`src/rtl/pool_pkg.sv`:
```
// Shared definitions for the pooled-map reader: map-size defaults, FSM states
// and the address-width helper.
package pool_pkg;

  localparam int POOL_MAP_W = 6;
  localparam int POOL_MAP_H = 6;

  // Width needed to index n items; never collapses to zero bits.
  function automatic int pool_width(input int n);
    return (n > 1) ? $clog2(n) : 1;
  endfunction

  localparam int POOL_AW = pool_width(POOL_MAP_W * POOL_MAP_H);

  typedef enum logic [2:0] {
    ST_IDLE = 3'd0,
    ST_READ = 3'd1,
    ST_LOAD = 3'd2,
    ST_HOLD = 3'd3,
    ST_DONE = 3'd4
  } pool_state_e;

endpackage

```
`src/rtl/pooled_map_reader_if.sv`:
```
// Memory-read and output-stream signals of the pooled-map reader.
// master = reader side, slave = memory/downstream side.
interface pooled_map_reader_if
  import pool_pkg::*;
#(
  parameter int DATA_W = 8,
  parameter int MAP_W  = POOL_MAP_W,
  parameter int MAP_H  = POOL_MAP_H
) ();

  localparam int AW = pool_width(MAP_W * MAP_H);

  logic              rd_en;
  logic [AW-1:0]     rd_addr;
  logic [DATA_W-1:0] rd_data;
  logic [DATA_W-1:0] out_data;
  logic              out_valid;
  logic              out_ready;
  logic              out_last;

  modport master (
    output rd_en, rd_addr,
    input  rd_data,
    output out_data, out_valid, out_last,
    input  out_ready
  );

  modport slave (
    input  rd_en, rd_addr,
    output rd_data,
    input  out_data, out_valid, out_last,
    output out_ready
  );

endinterface

```
`src/rtl/pool_idx_counter.sv`:
```
// Row/column walker over the pooled map with row- or column-major order.
// Exposes the current address, the address after one advance, and a final flag.
module pool_idx_counter
  import pool_pkg::*;
#(
  parameter int MAP_W = POOL_MAP_W,
  parameter int MAP_H = POOL_MAP_H,
  parameter int AW    = pool_width(MAP_W * MAP_H)
) (
  input  logic          clk,
  input  logic          rst,
  input  logic          clear,
  input  logic          advance,
  input  logic          col_major,
  output logic [AW-1:0] addr,
  output logic [AW-1:0] next_addr,
  output logic          final_flag
);

  localparam int CW = pool_width(MAP_W);
  localparam int RW = pool_width(MAP_H);
  localparam logic [CW-1:0] C_MAX = CW'(MAP_W - 1);
  localparam logic [RW-1:0] R_MAX = RW'(MAP_H - 1);

  logic [CW-1:0] c, c_n;
  logic [RW-1:0] r, r_n;

  always_comb begin
    c_n = c;
    r_n = r;
    if (col_major) begin
      if (r == R_MAX) begin
        r_n = '0;
        c_n = (c == C_MAX) ? '0 : c + 1'b1;
      end else begin
        r_n = r + 1'b1;
      end
    end else begin
      if (c == C_MAX) begin
        c_n = '0;
        r_n = (r == R_MAX) ? '0 : r + 1'b1;
      end else begin
        c_n = c + 1'b1;
      end
    end
  end

  always_ff @(posedge clk) begin
    if (rst || clear) begin
      r <= '0;
      c <= '0;
    end else if (advance) begin
      r <= r_n;
      c <= c_n;
    end
  end

  assign addr       = AW'(r)   * AW'(MAP_W) + AW'(c);
  assign next_addr  = AW'(r_n) * AW'(MAP_W) + AW'(c_n);
  assign final_flag = (r == R_MAX) && (c == C_MAX);

endmodule

```
`src/rtl/pooled_map_reader.sv`:
```
// Streams one pooled map from memory, one beat per two cycles at full rate.
// Define POOLED_MAP_READER_CHKSUM_EN to append a mod-2^DATA_W checksum beat.
module pooled_map_reader
  import pool_pkg::*;
#(
  parameter int DATA_W = 8,
  parameter int MAP_W  = POOL_MAP_W,
  parameter int MAP_H  = POOL_MAP_H
) (
  input  logic                 clk,
  input  logic                 rst,
  input  logic                 start,
  input  logic                 col_major,
  pooled_map_reader_if.master  bus,
  output logic                 idle,
  output logic                 busy,
  output logic                 done,
  output logic                 error
);

  localparam int AW = pool_width(MAP_W * MAP_H);

  pool_state_e       state, state_n;
  logic              col_major_q;
  logic              cnt_clear, cnt_adv, final_flag, hs;
  logic [AW-1:0]     cur_addr, next_addr;
  logic              rd_en;
  logic [AW-1:0]     rd_addr;
  logic [DATA_W-1:0] out_data;
  logic              out_valid, out_last, error_q;
`ifdef POOLED_MAP_READER_CHKSUM_EN
  logic [DATA_W-1:0] acc;
  logic              chk_q;
`endif

  pool_idx_counter #(
    .MAP_W (MAP_W),
    .MAP_H (MAP_H),
    .AW    (AW)
  ) u_idx (
    .clk        (clk),
    .rst        (rst),
    .clear      (cnt_clear),
    .advance    (cnt_adv),
    .col_major  (col_major_q),
    .addr       (cur_addr),
    .next_addr  (next_addr),
    .final_flag (final_flag)
  );

  assign hs = (state == ST_HOLD) && bus.out_ready;

  always_ff @(posedge clk) begin
    if (rst) state <= ST_IDLE;
    else     state <= state_n;
  end

  // A non-final handshake issues the next read in the same cycle so the
  // memory latency overlaps the beat transfer.
  always_comb begin
    state_n   = state;
    rd_en     = 1'b0;
    rd_addr   = cur_addr;
    cnt_clear = 1'b0;
    cnt_adv   = 1'b0;
    done      = 1'b0;
    case (state)
      ST_IDLE: begin
        if (start) begin
          cnt_clear = 1'b1;
          state_n   = ST_READ;
        end
      end
      ST_READ: begin
        rd_en   = 1'b1;
        state_n = ST_LOAD;
      end
      ST_LOAD: state_n = ST_HOLD;
      ST_HOLD: begin
        if (bus.out_ready) begin
          if (final_flag) begin
`ifdef POOLED_MAP_READER_CHKSUM_EN
            state_n = chk_q ? ST_DONE : ST_HOLD;
`else
            state_n = ST_DONE;
`endif
          end else begin
            rd_en   = 1'b1;
            rd_addr = next_addr;
            cnt_adv = 1'b1;
            state_n = ST_LOAD;
          end
        end
      end
      ST_DONE: begin
        done    = 1'b1;
        state_n = ST_IDLE;
      end
      default: state_n = ST_IDLE;
    endcase
  end

  always_ff @(posedge clk) begin
    if (rst) begin
      out_data    <= '0;
      out_valid   <= 1'b0;
      out_last    <= 1'b0;
      error_q     <= 1'b0;
      col_major_q <= 1'b0;
`ifdef POOLED_MAP_READER_CHKSUM_EN
      acc         <= '0;
      chk_q       <= 1'b0;
`endif
    end else begin
      error_q <= start && (state != ST_IDLE);
      if ((state == ST_IDLE) && start) begin
        col_major_q <= col_major;
`ifdef POOLED_MAP_READER_CHKSUM_EN
        acc         <= '0;
        chk_q       <= 1'b0;
`endif
      end
      if (state == ST_LOAD) begin
        out_data  <= bus.rd_data;
        out_valid <= 1'b1;
`ifdef POOLED_MAP_READER_CHKSUM_EN
        out_last  <= 1'b0;
`else
        out_last  <= final_flag;
`endif
      end else if (hs) begin
        out_valid <= 1'b0;
        out_last  <= 1'b0;
`ifdef POOLED_MAP_READER_CHKSUM_EN
        // The checksum beat reuses HOLD directly; no memory read is issued.
        if (!chk_q) begin
          acc <= acc + out_data;
          if (final_flag) begin
            out_data  <= acc + out_data;
            out_valid <= 1'b1;
            out_last  <= 1'b1;
            chk_q     <= 1'b1;
          end
        end
`endif
      end
    end
  end

  assign bus.rd_en     = rd_en;
  assign bus.rd_addr   = rd_addr;
  assign bus.out_data  = out_data;
  assign bus.out_valid = out_valid;
  assign bus.out_last  = out_last;
  assign idle          = (state == ST_IDLE);
  assign busy          = (state != ST_IDLE);
  assign error         = error_q;

endmodule

```
`src/flat_wrapper.sv`:
```
// flat-port wrapper written by rule: the top's interface ports become plain ports
module pooled_map_reader_flat import pool_pkg::*;
#(
  parameter int DATA_W = 8,
  parameter int MAP_W  = POOL_MAP_W,
  parameter int MAP_H  = POOL_MAP_H
)
  (clk, rst, start, col_major, idle, busy, done, error, bus_rd_en, bus_rd_addr, bus_rd_data, bus_out_data, bus_out_valid, bus_out_last, bus_out_ready);
  pooled_map_reader_if #(.DATA_W(DATA_W), .MAP_W(MAP_W), .MAP_H(MAP_H)) bus_i ();
  input  logic clk;
  input  logic rst;
  input  logic start;
  input  logic col_major;
  output logic idle;
  output logic busy;
  output logic done;
  output logic error;
  output wire logic [$bits(bus_i.rd_en)-1:0] bus_rd_en;
  output wire logic [$bits(bus_i.rd_addr)-1:0] bus_rd_addr;
  input wire logic [$bits(bus_i.rd_data)-1:0] bus_rd_data;
  output wire logic [$bits(bus_i.out_data)-1:0] bus_out_data;
  output wire logic [$bits(bus_i.out_valid)-1:0] bus_out_valid;
  output wire logic [$bits(bus_i.out_last)-1:0] bus_out_last;
  input wire logic [$bits(bus_i.out_ready)-1:0] bus_out_ready;
  assign bus_rd_en = bus_i.rd_en;
  assign bus_rd_addr = bus_i.rd_addr;
  assign bus_i.rd_data = bus_rd_data;
  assign bus_out_data = bus_i.out_data;
  assign bus_out_valid = bus_i.out_valid;
  assign bus_out_last = bus_i.out_last;
  assign bus_i.out_ready = bus_out_ready;
  pooled_map_reader #(.DATA_W(DATA_W), .MAP_W(MAP_W), .MAP_H(MAP_H)) u_core (.clk(clk), .rst(rst), .start(start), .col_major(col_major), .bus(bus_i), .idle(idle), .busy(busy), .done(done), .error(error));
endmodule
```
`config.mk`:
```
export PLATFORM = sky130hd
export DESIGN_NAME = pooled_map_reader_flat
export DESIGN_NICKNAME = d
export VERILOG_FILES = /design/src/rtl/pool_pkg.sv /design/src/rtl/pooled_map_reader_if.sv /design/src/rtl/pool_idx_counter.sv /design/src/rtl/pooled_map_reader.sv /design/src/flat_wrapper.sv
export SDC_FILE = /design/constraint.sdc
export NUM_CORES = 1
export LEC_CHECK = 0
export CAP_MARGIN = 10
export CELL_PAD_IN_SITES_DETAIL_PLACEMENT = 1
export CELL_PAD_IN_SITES_GLOBAL_PLACEMENT = 1
export CORE_MARGIN = 4
export CORE_UTILIZATION = 30
export CTS_CLUSTER_SIZE = 40
export DETAILED_ROUTE_END_ITERATION = 12
export MAX_ROUTING_LAYER = met4
export PLACE_DENSITY = 0.76
export SYNTH_ARGS = -nofsm -noshare
export SYNTH_HDL_FRONTEND = slang
export SYNTH_HIERARCHICAL = 1
export SYNTH_SLANG_ARGS = --single-unit
```
`constraint.sdc`:
```
create_clock -name clk -period 4.3 [get_ports clk]
set_input_delay 0.645 -clock clk [delete_from_list [all_inputs] [get_ports clk]]
set_output_delay 0.645 -clock clk [all_outputs]
set_load 0.01 [all_outputs]
```
# Word level (Yosys, flattened, before mapping)
# Index checks and enable logic that the tools add are counted.
# classes
n_eq_ne	8
addsub	4
mux	23
n_reduce_logical	9
mul	2
# op_table
cell	count
3-bit 2-to-1 mux	9
6-bit 2-to-1 mux	3
6-bit by 3-bit adder with 6-bit output	2
3-bit one-hot mux with 4 select lines	1
3-bit by 2-bit multiplier with 5-bit output, second input constant	2
3-bit equality test, second input constant	3
1-bit 2-to-1 mux	9
3-bit by 1-bit adder with 3-bit output, second input constant	2
3-bit by 2-bit equality test with 1-bit output, second input constant	2
1-bit logical AND	4
2-bit != test, second input constant	2
3-bit by 1-bit equality test with 1-bit output, second input constant	1
3-bit zero test	1
3-bit nonzero test	1
1-bit one-hot mux with 2 select lines	1
2-bit AND reduction	1
2-bit nonzero test	1
1-bit logical OR	1
# word_totals
inputBits	13
output_inout_bits	21
register_bits	21
elab_cells	54

# Logic depth before layout (Yosys ltp)
# Gate-level depths: netlist (run 1).
# depth
word_depth	9
depth_mapped	12
mapped_depth_nobuf	12

# Modules after synthesis
# Netlist (run 1), hierarchy kept.
# modules_own_cells
module	area_each_um2	seq_area_each_um2	n_inst	cells_per_inst
pool_idx_counter	819.5	120.1	1	91
pooled_map_reader	708.2	300.3	1	79

# Worst setup path before layout (run 1)
# Ideal clock, no wire load.
# synth_path
kind	reg2out
startpoint	register u_core.u_idx.r[1]
endpoint	output port bus_rd_addr[4]
setup_slack_ps	753
arrival_time_ps	2902
n_path_buf	0
stages_incl_launch_ff	12
cell_sequence	dfxtp_1 > inv_1 > ha_1 > or3b_2 > o211a_1 > a21oi_1 > fa_1 > inv_1 > or4_4 > o221ai_2 > xnor2_1 > mux2_1
# synth_via
elab_chain_cells	9
elab_cells_between_ends	15
# synth_rtl
item	line	rtl
from (decl)	pool_idx_counter.sv:26	logic [RW-1:0] r, r_n;
from (signal assigned)	pool_idx_counter.sv:53	r <= r_n;
3-bit by 1-bit adder with 3-bit output / 3-bit equality test (equally long branches)	pool_idx_counter.sv:36, pool_idx_counter.sv:41, pool_idx_counter.sv:32	
3-bit 2-to-1 mux (*)	pool_idx_counter.sv:32, pool_idx_counter.sv:41	
3-bit 2-to-1 mux	pool_idx_counter.sv:39	if (c == C_MAX) begin
3-bit 2-to-1 mux (*)	pool_idx_counter.sv:31	if (col_major) begin
via u_core.u_idx.r_n[2]	pool_idx_counter.sv:26	
3-bit by 2-bit multiplier with 5-bit output (*)	pool_idx_counter.sv:59	assign next_addr = AW'(r_n) * AW'(MAP_W) + AW'(c_n);
6-bit by 3-bit adder with 6-bit output (*)	pool_idx_counter.sv:59	
via u_core.next_addr[4]	pooled_map_reader.sv:26	logic [AW-1:0] cur_addr, next_addr;
6-bit 2-to-1 mux (*)	pooled_map_reader.sv:81	if (final_flag) begin
6-bit 2-to-1 mux (*)	pooled_map_reader.sv:80	if (bus.out_ready) begin
6-bit 2-to-1 mux (*)	pooled_map_reader.sv:67	case (state)
to (decl)	flat_wrapper.sv:19	output wire logic [$bits(bus_i.rd_addr)-1:0] bus_rd_addr;
# The timed path passes the listed nets; every way through them passes the cells marked *.

# Final worst setup path (run 1)
# layout_path
startpoint	register u_core.u_idx.r[0]
endpoint	output port bus_rd_addr[4]
# Same word-level chain as after synthesis.

==> results of run 1 <==
[power groups by stage]
stage | combinational, W | clock [W] | sequential, W
2_1_floorplan | 0.0000522 | 0 | 0.000214
6_report | 0.0000887 | 0.000130 | 0.000214
3_5_place_dp | 0.0000866 | 0 | 0.000220
5_1_grt | 0.0000977 | 0.000147 | 0.000217
4_1_cts | 0.0000895 | 0.000137 | 0.000215
3_3_place_gp | 0.0000850 | 0 | 0.000219
[repair_timing]
action	4_1_cts	5_1_grt
buffers inserted	2	2
setup endpoints to repair	2	2
resized for setup	4	12
pin swaps	1	3
[layout make-up]
type | instances | area [sq um]
Fill cell | 588 | 2810
Multi-Input combinational cell | 130 | 1030
Sequential cell | 21 | 428
Timing Repair Buffer | 39 | 380
Tap cell | 67 | 83.8
Clock buffer | 3 | 41.3
Inverter | 8 | 30.0
Clock inverter | 1 | 7.51
[synthesized netlist by cell type (2+ instances only)]
cell type,count
nand3_1,2
nor2b_1,3
o211a_1,2
inv_1,8
dfxtp_1,21
fa_1,4
ha_1,11
a21oi_1,15
clkbuf_1,3
mux2_2,8
nor3b_1,2
xor2_1,4
buf_4,4
buf_2,2
a211oi_1,2
nand2_1,18
mux2i_1,6
nor2_1,12
o21ai_0,10
xnor2_1,4
[registers in the layout (all words and copies together) (netlist names)]
| signal | count |
|---|---|
| u_core/col_major_q | 1 |
| u_core/u_idx/c | 3 |
| u_core/bus.out_last | 1 |
| u_core/u_idx/r | 3 |
| u_core/bus.out_valid | 1 |
| u_core/state | 3 |
| u_core/error | 1 |
| u_core/bus.out_data | 8 |
[worst min path at each step]
stage,startpoint,to,cells past startpoint
final,u_core/bus.out_data[7],u_core/bus.out_data[7],2
after global routing,u_core/bus.out_data[1],u_core/bus.out_data[1],2
after CTS,u_core/bus.out_data[7],u_core/bus.out_data[7],2
after detailed placement,u_core/bus.out_last,u_core/bus.out_last,2
after global placement,u_core/bus.out_data[1],u_core/bus.out_data[1],2
after floorplan,u_core/bus.out_data[7],u_core/bus.out_data[7],2
[worst reg2reg max path: stages, from the launching register on]
cell	delay (ns)
dfxtp_2	0.37
and3b_2	0.25
buf_4	0.17
and3_1	0.25
nor3_4	0.49
o21ai_1	0.30
mux2i_1	0.22
nor2_1	0.05
[cells in the final DEF (no fill, tap or decap), types with 2 or more instances in the layout]
| cell | synthesis | routed |
|---|---|---|
| clkdlybuf4s50_1 | 0 | 31 |
| nand2_1 | 18 | 17 |
| dfxtp_1 | 21 | 17 |
| a21oi_1 | 15 | 14 |
| nor2_1 | 12 | 12 |
| o21ai_0 | 10 | 10 |
| ha_1 | 11 | 10 |
| mux2_2 | 8 | 7 |
| inv_1 | 8 | 7 |
| buf_4 | 4 | 6 |
| mux2i_1 | 6 | 5 |
| xor2_1 | 4 | 4 |
| xnor2_1 | 4 | 4 |
| clkbuf_8 | 0 | 3 |
| nor2b_1 | 3 | 3 |
| dfxtp_2 | 0 | 3 |
| dlymetal6s2s_1 | 0 | 2 |
| nand2_2 | 1 | 2 |
| o211a_1 | 2 | 2 |
| nor3b_1 | 2 | 2 |
| nand3_1 | 2 | 2 |
| a211oi_1 | 2 | 2 |
| fa_1 | 4 | 2 |
| fa_2 | 0 | 2 |
[per-stage QoR]
stage                     std cells  cell area (sq um)  utilization (%)  setup slack, ns
after floorplan                 170               1530                -            0.753
after global placement          261               1890             39.2            0.204
after detailed placement        261               1890             39.2           0.0888
after CTS                       267               1970             40.8          0.00102
after global routing            269               2000             41.6            0.288
final                           269               2000             41.6            0.441
[routing by layer]
metal / part of all wire, % / vias to the layer above / global-route usage (%)
met2: 51 / 19 / 21.8
met3: 3.1 / 2 / 2.49
met4: 0.38 / 0 / 1.55
met5: 0 / - / -
li1: - / 655 / -
met1: 45 / 635 / 16.0
[logic make-up after synthesis]
group / synth area share [%]
muxes: 10.6
DFF: 27.5
AOI/OAI and AO/OA: 16.3
buffers and inverters: 6.31
adders and majority gates: 14.3
xor gates and xnor gates: 4.59
and+or+nand+nor: 20.5
==> results.md, run 1 <==
- Setup-failing EPs final: 0
- Final hold vios: 0
- Tightest Pin Transition: 0.625 ns
- Total CTS buffers: 3
- Final min period: 3.86 ns
- EDFF count, synth: 0
- Comb pwr share: about a fifth
- Total congestion overflow: 0
- Reg clk slew, reported paths: about 0.07 ns
- Max VDD drop: ~0.23 mV
- Critical path startpoint: u_core/u_idx/r[0]
- DIE AREA: 0.00630 sq mm
- Die Y: 79.4 um
- Post-synthesis async set-or-reset flop share: 0%
- Row cnt: 25
- Initial Utilization: 31.7%
- P&R area growth vs syn: 31.2%
- Post-Synthesis Cell Area: 0.00153 sq mm
- DR iter-0 viols: 37
- Max incr delay on CP: approximately 0.50 ns
- Seq pwr share: about half
- WL/cell: between 10 and 15 um
- Setup Crit Path Kind: flop to output pin
- Slew Limit Fails: 0
- Worst-Skew Late Latency: roughly 0.26 ns
- Relative slew slack: 58.2%
- Avg Vias per Cell: 4.87
- Clk sinks: 21
- Final Skew: 0.00480 ns
- DRC: 0
- Antenna cells: 0
- Stages on the worst setup path: 11
- Cells after Synth: 170
- CTS tree: built
- Period utilisation layout: 89.7%
- Synth top area share: 27.5%
- Hold_ws: 0.479 ns
- CTS Hold Buffers Added: 0
- Dominant synthesized flop cell: dfxtp_1
- RSZ-0062 raised after global routing: no
- Initial antenna violation count: 0
- CORE AREA: 0.00482 sq mm
- Post-DP HPWL: 2910 um
- Vias: 1311
- Slowest CP cell: or3b_2
- Clk root buf: clkbuf_8
- Pint: between 0.0003 and 0.0004 W
- Register area share after synthesis: around 28%
- Worst r2r src: u_core/u_idx/c[1]
- Largest net degree at the start of global routing: 19
- Cells on worst reg2reg path: 7
- Count of input and output buffers: 33
- Syn nets: 198
- Buf/Inv on CP: 2
- CP required: 3.65 ns
- Top cells by area, synth: dfxtp_1 (28%), ha_1 (9.0%), mux2_2 (5.9%), fa_1 (5.2%), a21oi_1 (4.9%)
- CP startpoint kind: flop
- Pwr dens: 216 mW/mm^2
- Crit-path max FO: 6
- Pleak: 0.878 nW
- Nets: 231
- Yosys top cell by area: dfxtp_1
- Status: finished clean
- Synth Warn #: 6
- Yosys reg bits: 21
- Layout cell share with drive strength beyond 1: 21.3%
- Crit path to: bus_rd_addr[4]
- P_sw: 0.000118 W
- R2R Setup Slk: 2.09 ns
- Vias in the first global route: 1333
- # H-tree levels: 1
- Fmax: roughly 260 MHz
- GRT Util Overall: 12.7%
- Netlist cell types: around 50
- I/O pin count: 34
- Die X: between 70 and 80 um
- Clk network pwr share: 30.1%
- Crit end category: output pin
- Power, Total: 0.000434 W
- Crit-path cells: ha_1 > or3b_2 > o211a_1 > a21oi_2 > fa_2 > inv_1 > or4_4 > o221ai_2 > xnor2_1 > mux2_1 > dlymetal6s2s_1
- Hold Path Class: flop to flop
- Drt total wl: 3720 um
- Gpl congestion: 0.758
- Critical Path AT: ~3.2 ns
- R2R Path End: u_core/u_idx/r[0]
- Clk buf depth: 2
- Top delay family on crit path: simple AND/OR/NAND/NOR gates
- Max_cap viols: 0
- Mean post-synth cell area: 8.99 sq um
- Drt pass-1 iters: 4
- Switch share: 27.2%
- Setup_tns: 0 ns
- Global-route wire length before repair: about 6300 um
- Antenna Nets Post-Route: 0
Note: power is estimated with default switching activity, not from simulation.
==> run 2, diff against run 1 <==
CTS_BUF_LIST = sky130_fd_sc_hd__clkbuf_2   (was default)
==> results.md, run 2 (synthesis gave the netlist of run 1 again) <==
- Status: finished clean
- Setup-failing EPs final: 0
- Tightest Pin Transition: approximately 0.62 ns
- Crit end category: output pin
- Max_cap viols: 0
- Crit-path max FO: 5
- Relative slew slack: 58.8%
- DR iter-0 viols: 49
- Max reg flops: 8
- # H-tree levels: 1
- Antenna Nets Post-Route: 0
- Fmax: 246 MHz
- Seq pwr share: 55.5%
- Period utilisation layout: 94.5%
- M2 GR Usage: 21.1%
- WL/cell: between 10 and 15 um
- Critical path startpoint: u_core/u_idx/r[1]
- Final Skew: 0.0146 ns
- Hold_sp: u_core/bus.out_data[7]
- Met3 GRT Util: 2.15%
- CTS tree: built
- Setup_tns: 0 ns
- CP required: 3.65 ns
- Switch share: 29.5%
- Pint: 0.000272 W
- Final min period: 4.06 ns
- Clk buf depth: 2
- Row cnt: 25
- CTS Hold Buffers Added: 0
- Non-Filler Instances: approximately 270
- Largest net degree at the start of global routing: 19
- Drt pass-1 iters: 4
- CORE AREA: 0.00482 sq mm
- Pleak: 0.855 nW
- Layout filler cell count: 585
- Total CTS buffers: 3
- CP startpoint kind: flop
- Pwr dens: 195 mW/mm^2
- Met1 usage: 16.2%
- DRC: 0
- Nets: 233
- Clk network pwr share: 21.5%
- P&R area growth vs syn: 29.4%
- Initial Utilization: 31.7%
- Antenna cells: 0
- Finished Core Util: between 40% and 50%
- Avg Vias per Cell: just under 5
- Comb pwr share: 23.0%
- Slew Limit Fails: 0
- Die X: 79.4 um
- Placed insts: 261
- Clk root buf: clkbuf_2
- Vias in the first global route: 1337
- Post-DP HPWL: between 2000 and 3000 um
- Worst-Skew Late Latency: ~0.33 ns
- Count of input and output buffers: 33
- Clk sinks: 21
- Hold Path Class: flop to flop
- Top reg by flops: u_core/bus.out_data
- Total congestion overflow: 0
- Critical Path AT: 3.42 ns
- Global-route wire length before repair: around 6200 um
- Reg clk slew, reported paths: 0.21 ns
- P_sw: approximately 0.00011 W
- Vias: 1306
- Worst r2r src: u_core/u_idx/c[2]
- Max VDD drop: 0.186 mV
- Initial antenna violation count: 0
- DIE AREA: 0.00630 sq mm
- Power, Total: 0.000386 W
- Setup Crit Path Kind: flop to output pin
- Hold_ws: roughly 0.5 ns
- GRT Util Overall: 12.5%
- Final hold vios: 0
- Commonest non-fill, non-tap cell in the layout: clkdlybuf4s50_1
- Gpl congestion: 0.758
- Most used routing layer: met2
- Drt total wl: 3680 um
- Die Y: 79.4 um
- RSZ-0062 raised after global routing: no
- I/O pin count: 34
- Most frequent cells in the layout: clkdlybuf4s50_1 (31), nand2_1 (18), dfxtp_1 (16)
- Layout cell share with drive strength beyond 1: between 20 and 25%
## run 2: worst paths after layout
check	to	slack, ns	depth (start not counted)
max	bus_rd_addr[4]	0.24	12
min reg2reg	u_core/bus.out_data[7]	0.49	2
min	u_core/bus.out_data[7]	0.49	2
max reg2reg	u_core/u_idx/r[0]	2.12	7
## run 2: critical path, stage by stage (launching register included)
cell and delay (ns):
dfxtp_4 0.40, inv_1 0.06, ha_1 0.23, or3b_2 0.49
o211a_1 0.17, a21oi_2 0.17, fa_2 0.24, inv_1 0.07
or4_4 0.48, o221ai_2 0.10, xnor2_1 0.10, mux2_1 0.28
dlygate4sd2_1 0.28
## run 2: cell type report
type / instances / area [sq um] / share of cell area (%)
repair buffers: 41 / 388 / 19.6
clock buffers: 3 / 15.0 / 0.759
flip-flops and latches: 21 / 432 / 21.8
multi-input cells: 130 / 1020 / 51.6
well taps: 67 / 83.8 / 4.24
inverters: 8 / 30.0 / 1.52
clock inverters: 1 / 7.51 / 0.380
## run 2: metal layers
layer  vias up  wire length, um
met5         -                0
met4         0               16
met3         2               97
met2        19             1860
met1       629             1710
li1        656                -
## run 2: power by group through the flow
stage | logic, W | registers (W) | clock network [W]
detailed placement | 0.0000866 | 0.000220 | 0
global placement | 0.0000850 | 0.000219 | 0
floorplan | 0.0000522 | 0.000214 | 0
global route | 0.0000978 | 0.000217 | 0.0000999
CTS | 0.0000895 | 0.000215 | 0.0000900
finish | 0.0000888 | 0.000214 | 0.0000831
## run 2: timing repair
item | in CTS | in global routing
endpoints found under the setup margin | 2 | 2
buffers inserted | 4 | 2
resized for setup | 13 | 0
pin swaps | 2 | 1
## run 2: per-stage QoR
step           setup slack (ns)  instance area, sq um
5_1_grt                  0.0246                  1980
6_report                  0.237                  1980
3_5_place_dp             0.0888                  1890
4_1_cts                   0.159                  1960
2_1_floorplan             0.753                  1530
3_3_place_gp              0.204                  1890
